[config.mk]
export PLATFORM = sky130hd
export DESIGN_NAME = filtro_conv3x3_param
export DESIGN_NICKNAME = d
export VERILOG_FILES = /design/src/rtl/filtro_conv_pkg.sv /design/src/rtl/conv_coef_rom.sv /design/src/rtl/filtro_conv3x3_param.sv
export SDC_FILE = /design/constraint.sdc
export NUM_CORES = 1
export LEC_CHECK = 0
export CAP_MARGIN = 0
export CORE_AREA = 8 8 158 160
export CTS_BUF_LIST = sky130_fd_sc_hd__clkbuf_4 sky130_fd_sc_hd__clkbuf_8
export DETAILED_ROUTE_END_ITERATION = 10
export DIE_AREA = 0 0 166 168
export GPL_ROUTABILITY_DRIVEN = 0
export PLACE_DENSITY_LB_ADDON = 0.1
export SYNTH_ARGS = -nofsm -noshare
export SYNTH_HDL_FRONTEND = slang
export SYNTH_SLANG_ARGS = --single-unit
[constraint.sdc]
create_clock -name clk -period 7.1 [get_ports clk]
set_input_delay 0.71 -clock clk [delete_from_list [all_inputs] [get_ports clk]]
set_output_delay 0.71 -clock clk [all_outputs]
set_load 0.05 [all_outputs]
[src/rtl/filtro_conv_pkg.sv]
// Shared types and constants for the parametrised 3x3 convolution peripheral.
package filtro_conv_pkg;

  // Kernel selection; encoding 2'd3 is reserved and treated as identity.
  typedef enum logic [1:0] {
    MODE_GAUSS = 2'd0,
    MODE_IDENT = 2'd1,
    MODE_EDGE  = 2'd2
  } conv_mode_t;

  // Sequencer states.
  typedef enum logic [1:0] {
    ST_IDLE  = 2'd0,
    ST_ACCUM = 2'd1,
    ST_NORM  = 2'd2
  } conv_state_t;

  // Register map.
  localparam logic [1:0] ADDR_CTRL   = 2'd0;
  localparam logic [1:0] ADDR_DATA   = 2'd1;
  localparam logic [1:0] ADDR_RESULT = 2'd2;

  // CTRL bit positions (write side).
  localparam int CTRL_START    = 0;
  localparam int CTRL_MODE_LO  = 1;
  localparam int CTRL_MODE_HI  = 2;
  localparam int CTRL_CLR_PTR  = 3;
  localparam int CTRL_IRQ_EN   = 4;
  localparam int CTRL_DONE_CLR = 5;

  // CTRL bit positions (read side).
  localparam int CTRL_BUSY   = 0;
  localparam int CTRL_DONE   = 8;
  localparam int CTRL_PTR_LO = 12;
  localparam int CTRL_PTR_HI = 15;

  // Window geometry.
  localparam int          N_TAPS   = 9;
  localparam logic [3:0]  LAST_TAP = 4'd8;
  localparam logic [3:0]  CTR_TAP  = 4'd4;

endpackage

[src/rtl/conv_coef_rom.sv]
// Kernel coefficient lookup: (mode, tap index) -> signed 5-bit weight.
module conv_coef_rom
  import filtro_conv_pkg::*;
(
  input  logic [1:0]        mode,
  input  logic [3:0]        idx,
  output logic signed [4:0] coef
);

  // Pure table lookup; out-of-window indices weigh zero.
  always_comb begin
    coef = 5'sd0;
    case (mode)
      MODE_GAUSS: begin
        case (idx)
          4'd0, 4'd2, 4'd6, 4'd8: coef = 5'sd1;
          4'd1, 4'd3, 4'd5, 4'd7: coef = 5'sd2;
          4'd4:                   coef = 5'sd4;
          default:                coef = 5'sd0;
        endcase
      end
      MODE_EDGE: begin
        if (idx == CTR_TAP)      coef = 5'sd8;
        else if (idx <= LAST_TAP) coef = -5'sd1;
        else                     coef = 5'sd0;
      end
      default: begin
        // identity and the reserved encoding both pass the centre through
        coef = (idx == CTR_TAP) ? 5'sd1 : 5'sd0;
      end
    endcase
  end

endmodule

[src/rtl/filtro_conv3x3_param.sv]
// Memory-mapped 3x3 convolution unit: nine-pixel window, three kernel modes,
// sequential multiply-accumulate over 9 cycles, saturating result, sticky done
// flag and level interrupt.
//
// Bus handshake: a register access is a single cycle; a write takes effect on
// the rising edge where we=1, reads are a pure combinational mux of registers
// (no strobe), so there is no valid/ready back-pressure on this port.
module filtro_conv3x3_param
  import filtro_conv_pkg::*;
#(
  parameter int PIXEL_W = 8,
  parameter bit ROUND   = 1'b0
) (
  input  logic        clk,
  input  logic        rst,
  input  logic        we,
  input  logic [1:0]  addr_i,
  input  logic [31:0] entrada_i,
  output logic [31:0] salida_o,
  output logic        irq_o
);

  localparam int ACC_W = PIXEL_W + 5;
  localparam logic [PIXEL_W-1:0]      PIX_MAX = '1;
  localparam logic signed [ACC_W-1:0] SAT_HI  = {5'b0, PIX_MAX};
  localparam logic signed [ACC_W-1:0] RND_ADD = ROUND ? ACC_W'(8) : '0;

  // registers
  logic [PIXEL_W-1:0]      win [N_TAPS];
  logic [3:0]              ptr;
  logic [1:0]              mode_q;
  logic                    irq_en;
  logic                    done;
  logic [PIXEL_W-1:0]      result;
  logic signed [ACC_W-1:0] acc;
  logic [3:0]              idx;
  conv_state_t             state;
  conv_state_t             state_nxt;

  // decoded controls
  logic ctrl_wr;
  logic data_wr;
  logic start_go;
  logic busy;
  logic acc_en;
  logic norm_en;

  // datapath nets
  logic [PIXEL_W-1:0]      tap_pix;
  logic [PIXEL_W-1:0]      rd_pix;
  logic signed [4:0]       coef;
  logic signed [ACC_W-1:0] coef_ext;
  logic signed [ACC_W-1:0] pix_ext;
  logic signed [ACC_W-1:0] acc_nxt;
  logic signed [ACC_W-1:0] shaped;
  logic [PIXEL_W-1:0]      sat;
  logic                    unused_wdata;

  assign ctrl_wr  = we && (addr_i == ADDR_CTRL);
  assign data_wr  = we && (addr_i == ADDR_DATA);
  assign start_go = ctrl_wr && entrada_i[CTRL_START] && !busy;
  // the write-data word is only partly decoded; fold it to one sink bit
  assign unused_wdata = ^entrada_i;

  // FSM state register
  always_ff @(posedge clk) begin
    if (!rst) state <= ST_IDLE;
    else      state <= state_nxt;
  end

  // FSM next-state: one accumulate cycle per tap, then one normalise cycle
  always_comb begin
    state_nxt = state;
    case (state)
      ST_IDLE:  if (start_go) state_nxt = ST_ACCUM;
      ST_ACCUM: if (idx == LAST_TAP) state_nxt = ST_NORM;
      ST_NORM:  state_nxt = ST_IDLE;
      default:  state_nxt = ST_IDLE;
    endcase
  end

  // FSM outputs decoded from the current state
  always_comb begin
    busy    = (state != ST_IDLE);
    acc_en  = (state == ST_ACCUM);
    norm_en = (state == ST_NORM);
  end

  // tap selected by the accumulate index and by the bus pointer
  always_comb begin
    tap_pix = '0;
    rd_pix  = '0;
    for (int i = 0; i < N_TAPS; i++) begin
      if (idx == i[3:0]) tap_pix = win[i];
      if (ptr == i[3:0]) rd_pix  = win[i];
    end
  end

  conv_coef_rom u_coef_rom (
    .mode (mode_q),
    .idx  (idx),
    .coef (coef)
  );

  // signed multiply-accumulate; pixels are unsigned so they are zero-extended
  always_comb begin
    coef_ext = {{(ACC_W-5){coef[4]}}, coef};
    pix_ext  = {5'b0, tap_pix};
    acc_nxt  = acc + coef_ext * pix_ext;
  end

  // mode-specific normalisation followed by saturation to the pixel range
  always_comb begin
    case (mode_q)
      MODE_GAUSS: shaped = (acc + RND_ADD) >>> 4;
      MODE_EDGE:  shaped = acc[ACC_W-1] ? -acc : acc;
      default:    shaped = acc;
    endcase
    if (shaped[ACC_W-1])    sat = '0;
    else if (shaped > SAT_HI) sat = PIX_MAX;
    else                    sat = shaped[PIXEL_W-1:0];
  end

  // accumulator and tap index
  always_ff @(posedge clk) begin
    if (!rst) begin
      acc <= '0;
      idx <= '0;
    end else if (start_go) begin
      acc <= '0;
      idx <= '0;
    end else if (acc_en) begin
      acc <= acc_nxt;
      idx <= idx + 4'd1;
    end
  end

  // control/status registers; completion beats a same-edge done clear
  always_ff @(posedge clk) begin
    if (!rst) begin
      mode_q <= '0;
      irq_en <= 1'b0;
      done   <= 1'b0;
      ptr    <= '0;
    end else begin
      if (start_go) mode_q <= entrada_i[CTRL_MODE_HI:CTRL_MODE_LO];
      if (ctrl_wr)  irq_en <= entrada_i[CTRL_IRQ_EN];

      if (norm_en)                                done <= 1'b1;
      else if (start_go)                          done <= 1'b0;
      else if (ctrl_wr && entrada_i[CTRL_DONE_CLR]) done <= 1'b0;

      if (ctrl_wr && entrada_i[CTRL_CLR_PTR]) ptr <= '0;
      else if (data_wr && !busy)              ptr <= (ptr == LAST_TAP) ? 4'd0 : ptr + 4'd1;
    end
  end

  // pixel window, frozen while a run is in progress
  always_ff @(posedge clk) begin
    if (!rst) begin
      for (int i = 0; i < N_TAPS; i++) win[i] <= '0;
    end else if (data_wr && !busy) begin
      for (int i = 0; i < N_TAPS; i++)
        if (ptr == i[3:0]) win[i] <= entrada_i[PIXEL_W-1:0];
    end
  end

  // result register, loaded in the normalise cycle
  always_ff @(posedge clk) begin
    if (!rst)         result <= '0;
    else if (norm_en) result <= sat;
  end

  // read mux of registered state
  always_comb begin
    salida_o = '0;
    case (addr_i)
      ADDR_CTRL: begin
        salida_o[CTRL_BUSY]                 = busy;
        salida_o[CTRL_MODE_HI:CTRL_MODE_LO] = mode_q;
        salida_o[CTRL_IRQ_EN]               = irq_en;
        salida_o[CTRL_DONE]                 = done;
        salida_o[CTRL_PTR_HI:CTRL_PTR_LO]   = ptr;
      end
      ADDR_DATA:   salida_o[PIXEL_W-1:0] = rd_pix;
      ADDR_RESULT: salida_o[PIXEL_W-1:0] = result;
      default:     salida_o = '0;
    endcase
  end

  // level interrupt
  always_comb irq_o = done & irq_en;

endmodule

=== Word-level counts from Yosys, hierarchy flattened ===
Memories as Yosys holds them, arrays and structs flattened. A register that Yosys moved wholly into a read port is not among the register bits.
Index checks and enable logic that the tools add are counted.

* Register bits: 35
* Bits in writable memories: 72
* Bits in read-only memories: 48
* Output and inout port bits: 33
* Word-level logic and storage cells: 156
* Memories: 2

* Add/subtract/negate cells: 4
* Multiply operators: 1
* Magnitude comparators: 2
* Equality and inequality tests: 23
* Multiplexer cells: 87
* Bitwise logic cells: 11
* Reduce and logical (&&, ||, !) cells: 18

{| class="wikitable"
|+ Memory list
! memory !! depth !! width !! rd ports !! clocked after Yosys merged registers in !! write ports !! RTL line !! RTL
|-
| win || 9 || 8 || 9 || 0 || 9 || filtro_conv3x3_param.sv:29 || <nowiki>logic [PIXEL_W-1:0] win [N_TAPS];</nowiki>
|-
| (no name shown) || 16 || 3 || 1 || 1 || 0 || conv_coef_rom.sv:15 || <nowiki>case (idx)</nowiki>
|}

{| class="wikitable"
|+ Operators with widths
! kind !! count
|-
| 8-bit 2-to-1 mux || 29
|-
| 1-bit 2-to-1 mux || 42
|-
| 4-bit by 3-bit == test with 1-bit output (second input constant) || 8
|-
| 13-bit case mux with 2 select lines || 1
|-
| 4-bit by 2-bit == test with 1-bit output (second input constant) || 4
|-
| 4-bit 2-to-1 mux || 4
|-
| 13-bit adder || 1
|-
| 13-bit by 9-bit greater-than comparator with 1-bit output (second input constant) || 1
|-
| 5-bit by 9-bit multiplier with 13-bit output || 1
|-
| 13-bit 2-to-1 mux || 1
|-
| 13-bit negation || 1
|-
| 5-bit 2-to-1 mux || 2
|-
| 5-bit case mux with 2 select lines || 1
|-
| 1-bit bitwise OR || 9
|-
| 3-bit case mux with 3 select lines || 1
|-
| 4-bit by 1-bit adder with 4-bit output (second input constant) || 2
|-
| 4-bit by 1-bit == test with 1-bit output (second input constant) || 2
|-
| 4-bit == test (second input constant) || 2
|-
| 4-bit logical NOT || 2
|-
| 1-bit logical AND || 7
|-
| 2-bit == test (second input constant) || 3
|-
| 2-bit logical NOT || 3
|-
| 3-bit case mux with 2 select lines || 1
|-
| 2-bit by 1-bit == test with 1-bit output (second input constant) || 2
|-
| other kinds (14) || 16
|}

=== Longest topological paths before layout ===
* Depth after elaboration: 12
* Depth in mapped cells: 25
* Gate-level depth less buffers: 23

=== Hierarchy ===
Synthesis repeated with hierarchy kept, for this count alone.

* Cells, all modules: 851
* Area, all modules: 7,719.9 um^2

{| class="wikitable"
|+ Modules (own cells, without submodules)
! module !! times used !! cells an instance !! area each (um^2) !! seq. area each (um^2)
|-
| filtro_conv3x3_param || 1 || 829 || 7,594.8 || 2,862.7
|-
| conv_coef_rom || 1 || 22 || 125.1 || 0.0
|}

=== Worst setup path after synthesis ===
No wires, ideal clock.

* Path kind: register to register
* From: reg idx[0]
* To: reg acc[12]
* Arrival time: 5,773 ps
* Required time: 7,030 ps
* Path slack: 1,256 ps
* Stages on the path, launching flop included: 24
* Buffers on the path: 1
* Clock period less this slack: 5,844 ps
* Path through: dfxtp_1 inv_1 ha_1 clkbuf_1 or3b_2 a31oi_1 a21oi_1 a21oi_1 o31ai_1 or2_2 fa_1 fa_1 inv_1 fa_1 inv_1 fa_1 inv_1 ha_1 a211oi_1 o21ai_0 a41oi_1 xnor2_1 or3_1 a21oi_1

* Cells in the longest elaborated chain, start to end: 12
* Elaborated cells between the ends (all ways): 25
* Those cells by class: add/sub (1); mul (1); order compare (1); eq/ne (8); mux (13); reduce/logical (1)

{| class="wikitable"
|+ RTL lines
! what !! RTL line !! RTL
|-
| start: declaration || filtro_conv3x3_param.sv:36 || <nowiki>logic [3:0] idx;</nowiki>
|-
| start signal: assignment || filtro_conv3x3_param.sv:134 || <nowiki>idx <= idx + 4'd1;</nowiki>
|-
| 4-bit logical NOT || filtro_conv3x3_param.sv:94 || <nowiki>if (idx == i[3:0]) tap_pix = win[i];</nowiki>
|-
| 8-bit 2-to-1 mux (9 in series) || filtro_conv3x3_param.sv:94 ||
|-
| 5-bit by 9-bit multiplier with 13-bit output * || filtro_conv3x3_param.sv:109 || <nowiki>acc_nxt = acc + coef_ext * pix_ext;</nowiki>
|-
| 13-bit adder * || filtro_conv3x3_param.sv:109 ||
|-
| end signal: assignment || filtro_conv3x3_param.sv:133 || <nowiki>acc <= acc_nxt;</nowiki>
|-
| end: declaration || filtro_conv3x3_param.sv:35 || <nowiki>logic signed [ACC_W-1:0] acc;</nowiki>
|}

Mark *: on every way between the ends. The rest lies on a longest branch, timed or not.
A chain may end at the register's enable or synchronous reset.

=== Worst setup path after layout ===
* From: reg idx[1]
* To: reg acc[12]

The elaborated chain is that of the path after synthesis.

==> flow_summary.ini <==
[synthesis]
synth_top_flop_cell = edfxtp_1
ys_seq_area_frac = 0.3801
yosysWarnings = 0
synth_area_per_cell_um2 = 9.047
async_flop_share = 0
synth-edff-count = 72
synth.distinct_cells = 65
ys_ff_latch = 110
syn_area_um2 = 7690
syn-instance-count = 850

[floorplanning]
start_util = 0.3438
coreArea_um2 = 22370
io_pins = 70
die_w_um = 166
rows = 55
die_area_um2 = 27890
die_h_um = 168

[finish]
final_cells = 1149
multi_input_area_um2 = 4260
post_route_cells_drive_above_1_share = 0.06366
n_antenna_cell = 0
syn_to_final_growth_pct = 9.047
register_area_um2 = 2923
fillers = 2252
final_area_um2 = 8386
nNetsFinal = 967

[route]
vias = 6249
detail_route.wl_per_cell_um = 20.23
routed_wl_um = 23240
dr.pass1.iters = 7
route.detailed.drc = 0
vias_per_cell = 5.439
ant_nets = 0
initialDrtViolationCount = 434

[power_and_ir_drop]
p_int_uw = 915.1
ir_worst_vdd_uv = 80.16
p_switching_uw = 424.9
power_density_nw_per_um2 = 159.8
p_comb_frac = 0.168
seqPwrFrac = 0.536
power_leakage_uw = 0.003283
p_sw_frac = 0.3171
pwr-share-clk = 0.295

[critical_path]
r2r_end = acc[12]
critPathLaunch = idx[1]
r2r_slack_ns = 0.43
cp_slowest_stage_delay_ns = 0.55
crit_type = register to register
rr_worst_depth = 22
end_kind = register
cp_max_fo = 15
r2r-start = idx[1]
arrival_ns = 7.01
crit_required_ns = 7.44
slowest_stage = fa_1
endpoint = acc[12]
startpoint_type = register
worstPathCellList = inv_1 > ha_1 > nor2b_1 > a221oi_1 > o311ai_0 > a22oi_1 > a31oi_1 > nand2_1 > fa_1 > fa_1 > inv_1 > fa_1 > inv_1 > fa_1 > inv_1 > ha_1 > a211oi_1 > o21ai_0 > a41oi_1 > xnor2_1 > or3_1 > a21oi_1

[sta]
hold_viol = 0
min_period_ns = 6.666
fin_skew_ns = 0.01453
tightest_slew_ns = 1.271
rsz0062_at_grt = false
setup_viol = 0
postLayoutSetupSlackWorst_ns = 0.4335
drv_slew = 0
finalCritPeriodShare = 0.9389
slew_headroom = 0.1505
setup_tns_ns = 0
fmax_mhz = 150.0

[place]
dp.cells = 1133
dp_hpwl_um = 17540
placed_cell_area_um2 = 8193
io_buffer_count = 26
pre_cts_slack_ns = 0.4606

[global_routing]
grt_pass1_wl_um = 36470
grt_use_total = 0.1674
top_usage_layer = met2
grt_max_degree = 37
antenna_found_initial = 0
met3_usage = 0.02222
first_global_vias = 6256
grt.met1_usage = 0.2222
gr-usage-met2 = 0.2737
grt-ovfl-total = 0

[flow_run]
max-cap-violations = 0

[cts]
holdBufCountCts = 0
clk_latency_ns = 0.41
post_cts_buffers = 0
tritoncts = yes
clock-root-buffer = clkbuf_8
post_cts_resized = 0
htreeDepth = 3
clk_pin_slew_ns = 0.12
cts_buffers = 9
cts.sinks = 110
cts.path.max_buffers = 2

[min_path]
hp-class = register to register
hold_depth = 2

[status]
outcome = finished clean
## worst min-delay path by stage
stage                end  startpoint  slack (ns)
6_report       result[4]   result[4]        0.50
5_1_grt           irq_en      irq_en        0.53
4_1_cts        result[2]   result[2]        0.50
3_5_place_dp   result[4]   result[4]        0.47
3_3_place_gp   result[2]   result[2]        0.46
2_1_floorplan  result[7]   result[7]        0.44
## final cells by class
type,count,area share
Clock buffer,9,0.01477
Clock inverter,7,0.007610
Inverter,70,0.03133
Multi-Input combinational cell,624,0.5081
Sequential cell,110,0.3486
Tap cell,285,0.04252
Timing Repair Buffer,44,0.04715
## Yosys cell counts, types with 3 or more instances
library cell | count | share of area
nor4_1 | 4 | 0.0033
or2_2 | 7 | 0.0057
o21ai_0 | 28 | 0.018
fa_1 | 30 | 0.078
a221oi_1 | 7 | 0.0080
a21o_1 | 3 | 0.0029
a211oi_1 | 10 | 0.0098
a311oi_1 | 5 | 0.0057
nand3b_1 | 15 | 0.015
buf_2 | 4 | 0.0026
a31oi_1 | 10 | 0.0081
or3b_2 | 3 | 0.0034
o22a_1 | 4 | 0.0046
and3b_1 | 3 | 0.0034
o31ai_1 | 5 | 0.0049
buf_4 | 19 | 0.019
mux2i_1 | 4 | 0.0052
dfxtp_1 | 38 | 0.099
nand4_1 | 3 | 0.0024
and3_1 | 5 | 0.0041
a41oi_1 | 5 | 0.0057
edfxtp_1 | 72 | 0.28
nand3_1 | 15 | 0.0098
o211a_1 | 3 | 0.0039
a22o_1 | 10 | 0.011
ha_1 | 41 | 0.067
nor2_1 | 46 | 0.022
a21oi_1 | 71 | 0.046
a22oi_1 | 6 | 0.0059
o22ai_1 | 4 | 0.0033
xor2_1 | 6 | 0.0068
o211ai_1 | 4 | 0.0039
o221ai_1 | 9 | 0.010
xnor2_1 | 8 | 0.0091
and2_1 | 23 | 0.019
or3_1 | 5 | 0.0041
nand2_1 | 142 | 0.069
o2111ai_1 | 3 | 0.0034
nor3_1 | 8 | 0.0052
clkbuf_1 | 34 | 0.017
nor2b_1 | 14 | 0.011
nand2b_1 | 12 | 0.0098
buf_1 | 7 | 0.0034
inv_1 | 69 | 0.034
## power groups by stage
stage	clock network [uW]	registers, uW	logic, uW
6_report	396	718	226
5_1_grt	423	721	252
4_1_cts	402	718	228
3_5_place_dp	0	733	226
3_3_place_gp	0	732	224
2_1_floorplan	0	726	167
## layer usage
| layer | vias up | wire, um |
|---|---|---|
| li1 | 2966 | - |
| met5 | - | 0 |
| met4 | 0 | 544 |
| met1 | 3084 | 10820 |
| met2 | 174 | 10860 |
| met3 | 25 | 1015 |
## logic make-up after synthesis
family,count (synthesis),synth area share
fa+ha+maj,71,0.1448
mux,7,0.01253
xor+xnor,14,0.01595
simple gates,313,0.1970
buf+inv,134,0.07533
other cells,1,0.0004877
flops,110,0.3801
compound gates,200,0.1738
## worst max-delay path, delay by kind of cell, from the launching register on
family | cells | cell delay, ns
fa+ha+maj | 6 | 2.84
compound gates | 8 | 2.12
flops | 1 | 0.41
buf+inv | 4 | 0.27
simple gates | 3 | 0.84
xor+xnor | 1 | 0.12
## cell usage in the layout, fill, tap and decap left out, types with 5 or more instances in the layout
cell,netlist,routed
a211oi_1,10,10
a21oi_1,71,71
a221oi_1,7,7
a22o_1,10,10
a22oi_1,6,6
a311oi_1,5,5
a31oi_1,10,10
a41oi_1,5,5
and2_1,23,23
and3_1,5,5
buf_4,19,18
clkbuf_8,0,9
clkdlybuf4s50_1,0,26
conb_1,1,19
dfxtp_1,38,38
edfxtp_1,72,72
fa_1,30,30
ha_1,41,41
inv_1,69,69
nand2_1,142,142
nand2b_1,12,12
nand3_1,15,15
nand3b_1,15,15
nor2_1,46,46
nor2b_1,14,14
nor3_1,8,8
o21ai_0,28,28
o221ai_1,9,9
or2_2,7,7
or3_1,5,5
xnor2_1,8,8
xor2_1,6,6
## through the flow
stage	hold WS [ns]	total power, uW	util
after floorplan	0.4399	893.7	-
after global placement	0.4571	955.6	0.3663
after detailed placement	0.4721	958.7	0.3663
after CTS	0.4957	1348	0.3747
after global routing	0.5333	1396	0.3749
final	0.5010	1340	0.3749
## state kept, by name (all words and copies together), names as in the netlist, named ones only
signal and flops:
ptr 4, state 2, done 1, idx 4, win 72, result 8
acc 13, mode_q 2, irq_en 1
Power figures use the tool's default switching activity.
